### config.mk
export PLATFORM = sky130hd
export DESIGN_NAME = sram_req_arbiter_flat
export DESIGN_NICKNAME = d
export VERILOG_FILES = /design/src/rtl/sram_req_arbiter_pkg.sv /design/src/rtl/sram_req_arbiter_if.sv /design/src/rtl/sram_req_arbiter_arb_id_fifo.sv /design/src/rtl/sram_req_arbiter.sv /design/src/flat_wrapper.sv
export SDC_FILE = /design/constraint.sdc
export NUM_CORES = 1
export LEC_CHECK = 0
export BUFFER_PORTS_ARGS = -buffer_cell sky130_fd_sc_hd__buf_2
export CAP_MARGIN = 10
export CELL_PAD_IN_SITES_DETAIL_PLACEMENT = 0
export CELL_PAD_IN_SITES_GLOBAL_PLACEMENT = 1
export CORE_AREA = 2 2 123 125
export DETAILED_ROUTE_END_ITERATION = 16
export DIE_AREA = 0 0 125 127
export PLACE_DENSITY_LB_ADDON = 0.1
export REMOVE_ABC_BUFFERS = 1
export SYNTH_ARGS = -nofsm -noshare
export SYNTH_HDL_FRONTEND = slang
export SYNTH_SLANG_ARGS = --single-unit
### constraint.sdc
create_clock -name clk -period 3.01 [get_ports clk]
set_clock_uncertainty 0.1 [all_clocks]
set_input_delay 0.7525 -clock clk [delete_from_list [all_inputs] [get_ports clk]]
set_output_delay 0.7525 -clock clk [all_outputs]
set_load 0.01 [all_outputs]
### src/rtl/sram_req_arbiter_pkg.sv
// Purpose: shared types and constants for the instruction/data sram request arbiter.
// Latency: n/a (types, constants and one helper function only).
// Backpressure: n/a.
// Contents: owner ids (ARB_ID_INST / ARB_ID_DATA), lock FSM state encodings,
//           the downstream request field bundle and the request size code.
package sram_req_arbiter_pkg;

    // Owner id carried through the in-order return FIFO.
    typedef logic arb_id_t;
    localparam arb_id_t ARB_ID_INST = 1'b0;
    localparam arb_id_t ARB_ID_DATA = 1'b1;

    // Address-phase lock FSM: while a request is presented but not yet
    // accepted, the grant is pinned to that master.
    typedef enum logic [1:0] {
        LOCK_IDLE = 2'd0,
        LOCK_INST = 2'd1,
        LOCK_DATA = 2'd2
    } lock_state_t;

    localparam logic [1:0] SRAM_SIZE_WORD = 2'd2;

    // Request fields driven downstream alongside sram_req.
    typedef struct packed {
        logic        wr;
        logic [1:0]  size;
        logic [3:0]  wstrb;
        logic [31:0] addr;
        logic [31:0] wdata;
    } sram_req_t;

    // Fetches are always word reads with no write payload.
    function automatic sram_req_t inst_req_fields(input logic [31:0] addr);
        sram_req_t r;
        r       = '0;
        r.size  = SRAM_SIZE_WORD;
        r.addr  = addr;
        return r;
    endfunction

endpackage

### src/rtl/sram_req_arbiter_if.sv
// Purpose: one sram-like bus (req/addr_ok/data_ok) shared by fetch, data and downstream sides.
// Latency: n/a (wiring only).
// Backpressure: addr_ok accepts the request phase, data_ok returns one response per accepted request.
// Ports: master modport drives req/wr/size/wstrb/addr/wdata and receives addr_ok/data_ok/rdata;
//        slave modport is the mirror image.
interface sram_req_arbiter_if;
    logic        req;
    logic        wr;
    logic [1:0]  size;
    logic [3:0]  wstrb;
    logic [31:0] addr;
    logic [31:0] wdata;
    logic        addr_ok;
    logic        data_ok;
    logic [31:0] rdata;

    modport master (
        output req, wr, size, wstrb, addr, wdata,
        input  addr_ok, data_ok, rdata
    );

    modport slave (
        input  req, wr, size, wstrb, addr, wdata,
        output addr_ok, data_ok, rdata
    );
endinterface

### src/rtl/sram_req_arbiter_arb_id_fifo.sv
// Purpose: in-order FIFO of request owner ids (one entry per accepted, not-yet-returned request).
// Latency: push visible at head one cycle later; pop is combinational head read, state updates on clk.
// Backpressure: full/empty are exported; push while full and pop while empty are ignored.
// Ports: clk, resetn (async active-low), push/push_id, pop, head, full, empty.
module arb_id_fifo
    import sram_req_arbiter_pkg::*;
#(
    parameter int DEPTH = 2,
    parameter int PTR_W = $clog2(DEPTH)
) (
    input  logic    clk,
    input  logic    resetn,
    input  logic    push,
    input  arb_id_t push_id,
    input  logic    pop,
    output arb_id_t head,
    output logic    full,
    output logic    empty
);

    localparam logic [PTR_W:0]   CNT_FULL = (PTR_W + 1)'(DEPTH);
    localparam logic [PTR_W:0]   CNT_ONE  = 1;
    localparam logic [PTR_W-1:0] PTR_ONE  = 1;

    arb_id_t          mem_q [DEPTH];
    logic [PTR_W-1:0] wr_ptr_q;
    logic [PTR_W-1:0] rd_ptr_q;
    // One bit wider than the pointers so full and empty are distinct.
    logic [PTR_W:0]   count_q;
    logic             do_push;
    logic             do_pop;

    assign full    = (count_q == CNT_FULL);
    assign empty   = (count_q == '0);
    assign do_push = push & ~full;
    assign do_pop  = pop & ~empty;
    assign head    = mem_q[rd_ptr_q];

    always_ff @(posedge clk or negedge resetn) begin
        if (!resetn) begin
            for (int i = 0; i < DEPTH; i++) begin
                mem_q[i] <= ARB_ID_INST;
            end
            wr_ptr_q <= '0;
            rd_ptr_q <= '0;
            count_q  <= '0;
        end else begin
            if (do_push) begin
                mem_q[wr_ptr_q] <= push_id;
                // DEPTH is a power of two, so the pointer wraps naturally.
                wr_ptr_q        <= wr_ptr_q + PTR_ONE;
            end
            if (do_pop) begin
                rd_ptr_q <= rd_ptr_q + PTR_ONE;
            end
            case ({do_push, do_pop})
                2'b10:   count_q <= count_q + CNT_ONE;
                2'b01:   count_q <= count_q - CNT_ONE;
                default: count_q <= count_q;
            endcase
        end
    end

endmodule

### src/rtl/sram_req_arbiter.sv
// Purpose: share one sram-like bus between the fetch master and the data master, routing returns by owner.
// Latency: addr_ok and data_ok/rdata routed combinationally (zero cycles); owner FIFO updates on clk.
// Backpressure: request held off while OUTSTANDING responses are pending; grant locked until addr_ok.
// Ports: clk, resetn (async active-low); inst_sram / data_sram (slave side of each master bus);
//        sram (master side of the downstream bus to the AXI bridge).
// Build option: define ARB_RR_EN for round-robin IDLE arbitration; default is fixed data priority.
module sram_req_arbiter
    import sram_req_arbiter_pkg::*;
#(
    parameter int OUTSTANDING = 2,
    parameter int ID_PTR_W    = $clog2(OUTSTANDING)
) (
    input  logic                clk,
    input  logic                resetn,
    sram_req_arbiter_if.slave   inst_sram,
    sram_req_arbiter_if.slave   data_sram,
    sram_req_arbiter_if.master  sram
);

    lock_state_t state_q;
    logic        gnt_vld;
    arb_id_t     gnt_id;
    logic        gnt_req;
    logic        req_out;
    sram_req_t   req_fields;
    logic        push;
    logic        pop;
    logic        fifo_full;
    logic        fifo_empty;
    arb_id_t     fifo_head;

`ifdef ARB_RR_EN
    arb_id_t     rr_q;
`endif

    // Fetch requests carry no write payload; those bus wires are not consumed.
    logic unused_inst_fields;
    assign unused_inst_fields = ^{inst_sram.wr, inst_sram.size, inst_sram.wstrb, inst_sram.wdata};

    // Grant selection. Gated by resetn so every output is 0 the moment
    // reset is asserted, even if a master is still holding its request.
    always_comb begin
        gnt_vld = 1'b0;
        gnt_id  = ARB_ID_INST;
        if (resetn) begin
            case (state_q)
                LOCK_INST: begin
                    gnt_vld = 1'b1;
                    gnt_id  = ARB_ID_INST;
                end
                LOCK_DATA: begin
                    gnt_vld = 1'b1;
                    gnt_id  = ARB_ID_DATA;
                end
                default: begin
`ifdef ARB_RR_EN
                    if (inst_sram.req && data_sram.req) begin
                        gnt_vld = 1'b1;
                        gnt_id  = rr_q;
                    end else if (data_sram.req) begin
                        gnt_vld = 1'b1;
                        gnt_id  = ARB_ID_DATA;
                    end else if (inst_sram.req) begin
                        gnt_vld = 1'b1;
                        gnt_id  = ARB_ID_INST;
                    end
`else
                    if (data_sram.req) begin
                        gnt_vld = 1'b1;
                        gnt_id  = ARB_ID_DATA;
                    end else if (inst_sram.req) begin
                        gnt_vld = 1'b1;
                        gnt_id  = ARB_ID_INST;
                    end
`endif
                end
            endcase
        end
    end

    assign gnt_req = gnt_vld & ((gnt_id == ARB_ID_DATA) ? data_sram.req : inst_sram.req);
    // No bypass: a full FIFO blocks the request even if a pop lands this cycle.
    assign req_out = gnt_req & ~fifo_full;

    always_comb begin
        req_fields = '0;
        if (gnt_vld) begin
            if (gnt_id == ARB_ID_DATA) begin
                req_fields.wr    = data_sram.wr;
                req_fields.size  = data_sram.size;
                req_fields.wstrb = data_sram.wstrb;
                req_fields.addr  = data_sram.addr;
                req_fields.wdata = data_sram.wdata;
            end else begin
                req_fields = inst_req_fields(inst_sram.addr);
            end
        end
    end

    assign sram.req   = req_out;
    assign sram.wr    = req_fields.wr;
    assign sram.size  = req_fields.size;
    assign sram.wstrb = req_fields.wstrb;
    assign sram.addr  = req_fields.addr;
    assign sram.wdata = req_fields.wdata;

    assign push = req_out & sram.addr_ok;
    assign pop  = sram.data_ok & ~fifo_empty;

    assign inst_sram.addr_ok = push & (gnt_id == ARB_ID_INST);
    assign data_sram.addr_ok = push & (gnt_id == ARB_ID_DATA);

    // Responses are strictly in order, so the FIFO head names the owner.
    assign inst_sram.data_ok = pop & (fifo_head == ARB_ID_INST);
    assign data_sram.data_ok = pop & (fifo_head == ARB_ID_DATA);
    assign inst_sram.rdata   = inst_sram.data_ok ? sram.rdata : 32'h0;
    assign data_sram.rdata   = data_sram.data_ok ? sram.rdata : 32'h0;

    // Lock FSM: pin the grant while a presented request waits for addr_ok.
    always_ff @(posedge clk or negedge resetn) begin
        if (!resetn) begin
            state_q <= LOCK_IDLE;
        end else begin
            case (state_q)
                LOCK_IDLE: begin
                    if (req_out && !sram.addr_ok) begin
                        state_q <= (gnt_id == ARB_ID_DATA) ? LOCK_DATA : LOCK_INST;
                    end
                end
                LOCK_INST, LOCK_DATA: begin
                    if (req_out && sram.addr_ok) begin
                        state_q <= LOCK_IDLE;
                    end
                end
                default: state_q <= LOCK_IDLE;
            endcase
        end
    end

`ifdef ARB_RR_EN
    // Hand priority to the other master after every accepted address phase.
    always_ff @(posedge clk or negedge resetn) begin
        if (!resetn) begin
            rr_q <= ARB_ID_INST;
        end else if (push) begin
            rr_q <= ~gnt_id;
        end
    end
`endif

    arb_id_fifo #(
        .DEPTH (OUTSTANDING),
        .PTR_W (ID_PTR_W)
    ) u_id_fifo (
        .clk     (clk),
        .resetn  (resetn),
        .push    (push),
        .push_id (gnt_id),
        .pop     (pop),
        .head    (fifo_head),
        .full    (fifo_full),
        .empty   (fifo_empty)
    );

endmodule

### src/flat_wrapper.sv
// flat-port wrapper written by rule: the top's interface ports become plain ports
module sram_req_arbiter_flat import sram_req_arbiter_pkg::*;
#(
    parameter int OUTSTANDING = 2,
    parameter int ID_PTR_W    = $clog2(OUTSTANDING)
)
  (clk, resetn, inst_sram_req, inst_sram_wr, inst_sram_size, inst_sram_wstrb, inst_sram_addr, inst_sram_wdata, inst_sram_addr_ok, inst_sram_data_ok, inst_sram_rdata, data_sram_req, data_sram_wr, data_sram_size, data_sram_wstrb, data_sram_addr, data_sram_wdata, data_sram_addr_ok, data_sram_data_ok, data_sram_rdata, sram_req, sram_wr, sram_size, sram_wstrb, sram_addr, sram_wdata, sram_addr_ok, sram_data_ok, sram_rdata);
  sram_req_arbiter_if inst_sram_i ();
  sram_req_arbiter_if data_sram_i ();
  sram_req_arbiter_if sram_i ();
  input  logic clk;
  input  logic resetn;
  input wire logic [$bits(inst_sram_i.req)-1:0] inst_sram_req;
  input wire logic [$bits(inst_sram_i.wr)-1:0] inst_sram_wr;
  input wire logic [$bits(inst_sram_i.size)-1:0] inst_sram_size;
  input wire logic [$bits(inst_sram_i.wstrb)-1:0] inst_sram_wstrb;
  input wire logic [$bits(inst_sram_i.addr)-1:0] inst_sram_addr;
  input wire logic [$bits(inst_sram_i.wdata)-1:0] inst_sram_wdata;
  output wire logic [$bits(inst_sram_i.addr_ok)-1:0] inst_sram_addr_ok;
  output wire logic [$bits(inst_sram_i.data_ok)-1:0] inst_sram_data_ok;
  output wire logic [$bits(inst_sram_i.rdata)-1:0] inst_sram_rdata;
  input wire logic [$bits(data_sram_i.req)-1:0] data_sram_req;
  input wire logic [$bits(data_sram_i.wr)-1:0] data_sram_wr;
  input wire logic [$bits(data_sram_i.size)-1:0] data_sram_size;
  input wire logic [$bits(data_sram_i.wstrb)-1:0] data_sram_wstrb;
  input wire logic [$bits(data_sram_i.addr)-1:0] data_sram_addr;
  input wire logic [$bits(data_sram_i.wdata)-1:0] data_sram_wdata;
  output wire logic [$bits(data_sram_i.addr_ok)-1:0] data_sram_addr_ok;
  output wire logic [$bits(data_sram_i.data_ok)-1:0] data_sram_data_ok;
  output wire logic [$bits(data_sram_i.rdata)-1:0] data_sram_rdata;
  output wire logic [$bits(sram_i.req)-1:0] sram_req;
  output wire logic [$bits(sram_i.wr)-1:0] sram_wr;
  output wire logic [$bits(sram_i.size)-1:0] sram_size;
  output wire logic [$bits(sram_i.wstrb)-1:0] sram_wstrb;
  output wire logic [$bits(sram_i.addr)-1:0] sram_addr;
  output wire logic [$bits(sram_i.wdata)-1:0] sram_wdata;
  input wire logic [$bits(sram_i.addr_ok)-1:0] sram_addr_ok;
  input wire logic [$bits(sram_i.data_ok)-1:0] sram_data_ok;
  input wire logic [$bits(sram_i.rdata)-1:0] sram_rdata;
  assign inst_sram_i.req = inst_sram_req;
  assign inst_sram_i.wr = inst_sram_wr;
  assign inst_sram_i.size = inst_sram_size;
  assign inst_sram_i.wstrb = inst_sram_wstrb;
  assign inst_sram_i.addr = inst_sram_addr;
  assign inst_sram_i.wdata = inst_sram_wdata;
  assign inst_sram_addr_ok = inst_sram_i.addr_ok;
  assign inst_sram_data_ok = inst_sram_i.data_ok;
  assign inst_sram_rdata = inst_sram_i.rdata;
  assign data_sram_i.req = data_sram_req;
  assign data_sram_i.wr = data_sram_wr;
  assign data_sram_i.size = data_sram_size;
  assign data_sram_i.wstrb = data_sram_wstrb;
  assign data_sram_i.addr = data_sram_addr;
  assign data_sram_i.wdata = data_sram_wdata;
  assign data_sram_addr_ok = data_sram_i.addr_ok;
  assign data_sram_data_ok = data_sram_i.data_ok;
  assign data_sram_rdata = data_sram_i.rdata;
  assign sram_req = sram_i.req;
  assign sram_wr = sram_i.wr;
  assign sram_size = sram_i.size;
  assign sram_wstrb = sram_i.wstrb;
  assign sram_addr = sram_i.addr;
  assign sram_wdata = sram_i.wdata;
  assign sram_i.addr_ok = sram_addr_ok;
  assign sram_i.data_ok = sram_data_ok;
  assign sram_i.rdata = sram_rdata;
  sram_req_arbiter #(.OUTSTANDING(OUTSTANDING), .ID_PTR_W(ID_PTR_W)) u_core (.clk(clk), .resetn(resetn), .inst_sram(inst_sram_i), .data_sram(data_sram_i), .sram(sram_i));
endmodule
==> results.py, run 1 <==
metrics = {
    "synth": {
        "synth_cell_types": 23,
        "synthesis.area_um2": 1660,
        "synth_edf_count": 0,
        "synth_flop_cell": "dfrtp_1",
        "ys_seq_area_share_pct": 12.0,
        "yosysTopAreaCell": "and2_1",
        "yosys-top-cells-area": "and2_1, nand2_1, and3_1",
        "async_reset_ff_share_pct": 100,
        "syn_inst": 274,
        "ys_warn_count": 0,
        "syn_area_per_cell_um2": 6.07,
        "synth_top_cell_area_share_pct": 24.4,
        "synth_seq_cells": 8,
    },
    "clock_tree": {
        "h-tree-depth": 1,
        "path_clk_slew_ns": 0.04,
        "clock_latency_ns": 0.23,
        "cts_buffers": 3,
        "cts_tree": "yes",
        "cts_root_buf": "clkbuf_16",
        "post_cts_buffers": 0,
        "cts.sinks": 8,
        "cts_buffer_depth": 2,
    },
    "floorplan": {
        "coreArea_um2": 14400,
        "core.rowCount": 44,
        "die-area_um2": 15900,
        "initial_core_util_pct": 11.5,
        "io_pins": 320,
        "die_w_um": 125,
        "fp.dieH_um": 127,
    },
    "final_layout": {
        "fin_util_pct": 23.8,
        "area_delta_synth_final_pct": 106,
        "antenna_cells": 0,
        "drive_gt1_share_pct": 55.7,
        "fin_nets": 729,
    },
    "worst_setup_path": {
        "worst-setup-path-type": "flip-flop to output pin",
        "crit_arrival_ns": 2.02,
        "crit_path_end_kind": "output pin",
        "path_max_fanout": 33,
        "start_kind": "flip-flop",
        "worstPathRequired_ns": 2.16,
    },
    "drt": {
        "drt-total-wl_um": 8830,
        "drc_errors": 0,
        "ant_nets": 0,
        "firstDrtPassIters": 4,
        "via_count": 2790,
        "vias_per_cell": 3.83,
        "drt_iter0_markers": 102,
        "wl_per_cell_um": 12.1,
    },
    "pwr": {
        "leakage_nw": 2.23,
        "ir_drop_uv": 180,
        "p_per_area_nw_per_um2": 512,
    },
    "placed_design": {
        "dp_hpwl_um": 7120,
        "post-place-ws_ns": 0.191,
        "gp_congestion": 0.750,
        "port_buffers": 280,
    },
    "timing": {
        "finalCritPeriodShare_pct": 95.5,
        "hold_viol": 0,
        "period_minus_slack_ns": 2.87,
        "setup_viol": 0,
        "worst_slew_pin_slew_ns": 0.460,
        "worst_slack_ns": 0.135,
        "rsz0062_at_grt": "yes",
        "fmax_mhz": 348,
        "slew_headroom_pct": 69.0,
        "slew_viol_final": 0,
    },
    "grt": {
        "grt_max_degree": 45,
        "grt_use_total_pct": 9.79,
        "grt_pass1_wl_um": 12900,
        "antenna_found_initial": 0,
        "grt_overflow": 0,
        "grt_pass1_vias": 2597,
    },
    "hold_path": {
        "hp-class": "primary input to async pin",
    },
    "run_status": {
        "outcome": "finished, final reports clean",
    },
    "run": {
        "drv_cap": 0,
    },
}
-- where the power goes --
group          total [W]  switching [W]  internal [W]
clock           0.000223      0.0000519      0.000171
combinational    0.00134       0.000717      0.000618
sequential      0.000199      0.0000408      0.000158
total            0.00176       0.000810      0.000947
-- metal layers --
metal  GRT usage [%]  wire (um)  vias to the layer above
met1            10.0       3110                     1207
met3            1.84        654                        6
met2            20.2       4960                      140
met5               0          0                        -
li1                -          -                     1437
met4            2.48         96                        0
-- synth_stat cells (2+ instances only) --
cell type / count
inv_1: 5
nand2_1: 67
mux2i_1: 2
and3_1: 38
a311o_1: 2
nor2b_1: 3
xnor2_1: 4
buf_2: 4
clkbuf_1: 20
and4_2: 2
ha_1: 3
nor2_1: 7
a21oi_1: 34
and2_1: 65
mux2_2: 3
dfrtp_1: 8
-- kinds of logic after synthesis --
logic type,count (synthesis),synth area share [%]
muxes,5,3.23
and+or+nand+nor,185,59.2
DFF,8,12.0
adders and majority gates,3,2.26
xor gates and xnor gates,5,2.63
buffers and inverters,29,6.84
AOI/OAI and AO/OA,39,13.8
-- placed cells by master (no fill, tap or decap), drive strengths merged --
cell	count
dfrtp	8
o31ai	1
and2	65
nor2	7
nand3	1
nand2	68
inv	5
and3	38
and4	2
nand3b	1
a311o	2
mux2	3
mux2i	2
o21ai	1
xor2	1
xnor2	4
ha	3
a21oi	34
buf	290
clkbuf	4
a2111oi	1
nor2b	3
-- layout make-up --
cell class              count  area, um^2
clock buffers               3        75.1
fillers                  1679       11000
inverters                   5        18.8
multi-input cells         237        1370
flip-flops and latches      8         200
well taps                 184         230
repair buffers            291        1540
-- stage by stage --
step	instances	hold WS [ns]	total power, W	setup TNS [ns]	instance area (um^2)
finish	728	0.273	0.00176	0	3430
CTS	727	0.263	0.00176	0	3390
global route	728	0.274	0.00194	-0.0636	3430
global placement	724	0.378	0.00154	0	3310
detailed placement	724	0.382	0.00153	0	3310
floorplan	250	0.350	0.000912	-25.51	1570
-- worst max-delay path, cell delays in order, from the launching register on --
cell and delay (ns):
dfrtp_1 0.36, inv_1 0.07, ha_1 0.31, buf_4 0.17, o31ai_4 0.24, buf_4 0.38
a21oi_1 0.08, buf_2 0.15
-- registers in the layout (all words and copies together), names as in the netlist --
register	count
u_core.state_q	2
u_core.u_id_fifo.count_q	2
u_core.u_id_fifo.mem_q	2
u_core.u_id_fifo.rd_ptr_q	1
u_core.u_id_fifo.wr_ptr_q	1
-- final timing paths --
| kind | slack, ns | endpoint | cells past startpoint | startpoint |
|---|---|---|---|---|
| max | 0.14 | sram_addr[8] | 7 | u_core.state_q[0]$_DFFE_PN0P_ |
| min | 0.27 | u_core.state_q[1]$_DFFE_PN0P_ | 1 | resetn |
| max reg2reg | 0.65 | u_core.state_q[1]$_DFFE_PN0P_ | 8 | u_core.state_q[0]$_DFFE_PN0P_ |
| min reg2reg | 0.39 | u_core.u_id_fifo.wr_ptr_q$_DFFE_PN0P_ | 1 | u_core.u_id_fifo.wr_ptr_q$_DFFE_PN0P_ |
| max in group asynchronous | 1.95 | u_core.u_id_fifo.rd_ptr_q$_DFFE_PN0P_ | 2 | resetn |
| min in group clk | 0.39 | u_core.u_id_fifo.wr_ptr_q$_DFFE_PN0P_ | 1 | u_core.u_id_fifo.wr_ptr_q$_DFFE_PN0P_ |
-- timing repair --
item                                    CTS  global route
endpoints found under the setup margin    0            32
hold buffers                              0             0
hold endpoints to repair                  0             0
resized for setup                         0             5
(Power assumes the default switching activity.)
==> inputs of run 2 (changes only) <==
- ABC_AREA: unset -> 1
- CORE_AREA: 2 2 123 125 -> 2 2 125 127
- DIE_AREA: 0 0 125 127 -> 0 0 127 129
- clock period: 3.01 -> 3.69 ns (I/O delays scaled with it)
==> run 2 against run 1 <==
  * Register-to-register slack improved by 0.58 ns
  * Critical path depth increased by 2
  * Wire length increased by 5.2%
  * Sequential cell count unchanged
  * Sequential share of layout area about the same
  * Global-route usage about the same
  * Sequential power decreased by 19%
  * Synthesized area increased by 4.7%
  * Hold slack improved by 0.11 ns
  * Largest cell class unchanged
==> results.py, run 2 <==
metrics = {
    "hold_path": {
        "min_from": "u_core.state_q[0]$_DFFE_PN0P_",
        "min_to": "u_core.state_q[0]$_DFFE_PN0P_",
        "hold_path_depth": 2,
        "hp-class": "flip-flop to flip-flop",
    },
    "worst_setup_path": {
        "crit_path_end_kind": "output pin",
        "path_max_fanout": 28,
        "crit_arrival_ns": 2.18,
        "cp_cell_sequence": "inv_1 -> ha_1 -> nor2_2 -> nor2_2 -> nand2_4 -> buf_4 -> buf_4 -> nor2_1 -> buf_2",
        "worstPathRequired_ns": 2.67,
        "ff2ff_setup_slack_ns": 1.23,
        "slowest_stage": "ha_1",
        "start_kind": "flip-flop",
        "reg2reg_from": "u_core.state_q[0]$_DFFE_PN0P_",
        "worst-setup-path-type": "flip-flop to output pin",
        "critPathMaxStageDelay_ns": 0.36,
        "critPathLaunch": "u_core.state_q[0]$_DFFE_PN0P_",
        "ff2ff_path_depth": 12,
        "reg2reg_to": "u_core.u_id_fifo.count_q[1]$_DFFE_PN0P_",
    },
    "pwr": {
        "ir_drop_uv": 227,
        "switching_share_pct": 54.6,
        "leakage_nw": 2.46,
        "p_seq_share_pct": 8.8,
        "comb_power_share_pct": 81.2,
        "switchingPower_w": 0.00100,
        "power.internal_w": 0.000834,
        "p_per_area_nw_per_um2": 539,
        "clkPwrFrac_pct": 9.9,
    },
    "drt": {
        "wl_per_cell_um": 11.3,
        "via_count": 2998,
        "drc_errors": 0,
        "ant_nets": 0,
        "vias_per_cell": 3.66,
        "drt-total-wl_um": 9280,
        "drt_iter0_markers": 43,
        "firstDrtPassIters": 3,
    },
    "grt": {
        "grt_overflow": 0,
        "grt_max_degree": 34,
        "grt_pass1_wl_um": 12900,
        "antenna_found_initial": 1,
        "grt_use_total_pct": 9.81,
        "grt_pass1_vias": 2616,
        "use_met3_pct": 2.70,
        "grt_use_met1_pct": 9.74,
        "top_usage_layer": "met2",
        "grt.met2_usage_pct": 20.6,
    },
    "synth": {
        "syn_inst": 362,
        "async_reset_ff_share_pct": 100,
        "synthesis.area_um2": 1740,
        "synth_common_cells": "nor2_1, inv_1, nand2_1, a21oi_1, buf_2",
        "syn_area_per_cell_um2": 4.81,
        "ys_warn_count": 0,
        "synth_seq_cells": 8,
        "synth_most_common_cell": "nor2_1",
        "synth_top_cell_area_share_pct": 22.8,
        "synth_flop_cell": "dfrtp_1",
        "yosysTopAreaCell": "nor2_1",
        "yosys-top-cells-area": "nor2_1, inv_1, nand2_1",
        "synth_edf_count": 0,
        "synth_cell_types": 27,
        "ys_seq_area_share_pct": 11.5,
    },
    "floorplan": {
        "die_w_um": 127,
        "initial_core_util_pct": 11.6,
        "io_pins": 320,
        "core.rowCount": 45,
        "coreArea_um2": 15000,
        "fp.dieH_um": 129,
        "die-area_um2": 16400,
    },
    "timing": {
        "fmax_mhz": 312,
        "slew_headroom_pct": 65.0,
        "slew_viol_final": 0,
        "setup_viol": 0,
        "finalCritPeriodShare_pct": 86.9,
        "tns_ns": 0,
        "rsz0062_at_grt": "no",
        "period_minus_slack_ns": 3.21,
        "hold_viol": 0,
        "worst_slew_pin_slew_ns": 0.524,
    },
    "placed_design": {
        "port_buffers": 280,
        "dpl.cell_count": 817,
        "gp_congestion": 0.737,
        "dp_hpwl_um": 8010,
    },
    "clock_tree": {
        "cts_tree": "yes",
        "cts_buffers": 3,
        "clock_latency_ns": 0.23,
        "cts_buffer_depth": 2,
        "cts.sinks": 8,
        "hold_buffers": 0,
        "cts_root_buf": "clkbuf_16",
        "post_cts_resized": 0,
        "post_cts_buffers": 0,
        "h-tree-depth": 1,
        "path_clk_slew_ns": 0.04,
    },
    "final_layout": {
        "fin_nets": 817,
        "final_common_cell": "buf_2",
        "drive_gt1_share_pct": 47.8,
        "area_delta_synth_final_pct": 95.7,
        "final_cell_mix": "buf_2, nor2_1, inv_1",
        "layoutNonFillerInstCount": 820,
        "antenna_cells": 0,
        "reg_top3": "u_core.state_q (2), u_core.u_id_fifo.count_q (2), u_core.u_id_fifo.mem_q (2)",
    },
    "run_status": {
        "outcome": "finished, final reports clean",
    },
    "run": {
        "drv_cap": 0,
    },
}
==> run 2: cell types whose count changed after synthesis, moves of 5 or more <==
| cell | delta |
|---|---|
| and2_1 | -64 |
| and3_1 | -38 |
| buf_2 | +7 |
| buf_4 | +5 |
| clkbuf_1 | -19 |
| inv_1 | +81 |
| nand2_1 | +11 |
| nor2_1 | +99 |
==> run 2: cell type report <==
| class | instances | area, um^2 |
|---|---|---|
| Clock buffer | 3 | 75.1 |
| Sequential cell | 8 | 200 |
| Inverter | 88 | 332 |
| Fill cell | 1740 | 11600 |
| Multi-Input combinational cell | 246 | 1090 |
| Tap cell | 188 | 235 |
| Timing Repair Buffer | 287 | 1480 |
==> run 2: layer usage <==
| layer | routed length (um) | vias to the layer above |
|---|---|---|
| li1 | - | 1570 |
| met1 | 3300 | 1238 |
| met2 | 4960 | 182 |
| met3 | 975 | 6 |
| met4 | 42 | 2 |
| met5 | 16 | - |
==> run 2: power by group through the flow <==
| stage | Clock, W | Combinational [W] | Sequential, W |
|---|---|---|---|
| after floorplan | 0 | 0.000853 | 0.000155 |
| after detailed placement | 0 | 0.00153 | 0.000163 |
| after CTS | 0.000187 | 0.00154 | 0.000163 |
| after global placement | 0 | 0.00155 | 0.000162 |
| final | 0.000182 | 0.00149 | 0.000162 |
| after global routing | 0.000190 | 0.00168 | 0.000170 |
==> run 2: logic make-up after synthesis <==
logic type | Yosys count | synth area share [%]
flip-flops | 8 | 11.5
AND/OR/NAND/NOR | 200 | 46.9
XOR/XNOR | 4 | 2.01
adder cells (fa/ha/maj) | 3 | 2.16
AO/OA/AOI/OAI | 39 | 11.4
buffers and inverters | 108 | 26.1
==> run 2: critical path: cells and delay by family (launching register included) <==
family	cells	cell delay (ns)
buf+inv	4	0.87
fa+ha+maj	1	0.36
simple gates	4	0.35
flops	1	0.35
==> run 2: how the worst max path moves through the flow <==
stage                              endpoint  slack [ns]  depth (start not counted)
after floorplan           inst_sram_addr_ok        0.45                          5
after global placement       sram_wdata[18]        0.51                          8
after detailed placement     sram_wdata[18]        0.49                          8
after CTS                    sram_wdata[18]        0.45                          9
after global routing         sram_wdata[21]        0.32                          9
final                        sram_wdata[18]        0.48                          9
==> run 2: through the flow <==
stage | hold WS (ns) | cell area [um^2] | power (W) | util, % | setup slack (ns)
after floorplan | 0.342 | 1620 | 0.00101 | - | 0.450
after global placement | 0.372 | 3330 | 0.00171 | 22.3 | 0.513
after detailed placement | 0.371 | 3330 | 0.00170 | 22.3 | 0.489
after CTS | 0.385 | 3410 | 0.00189 | 22.8 | 0.450
after global routing | 0.412 | 3410 | 0.00204 | 22.8 | 0.317
final | 0.384 | 3410 | 0.00184 | 22.8 | 0.483
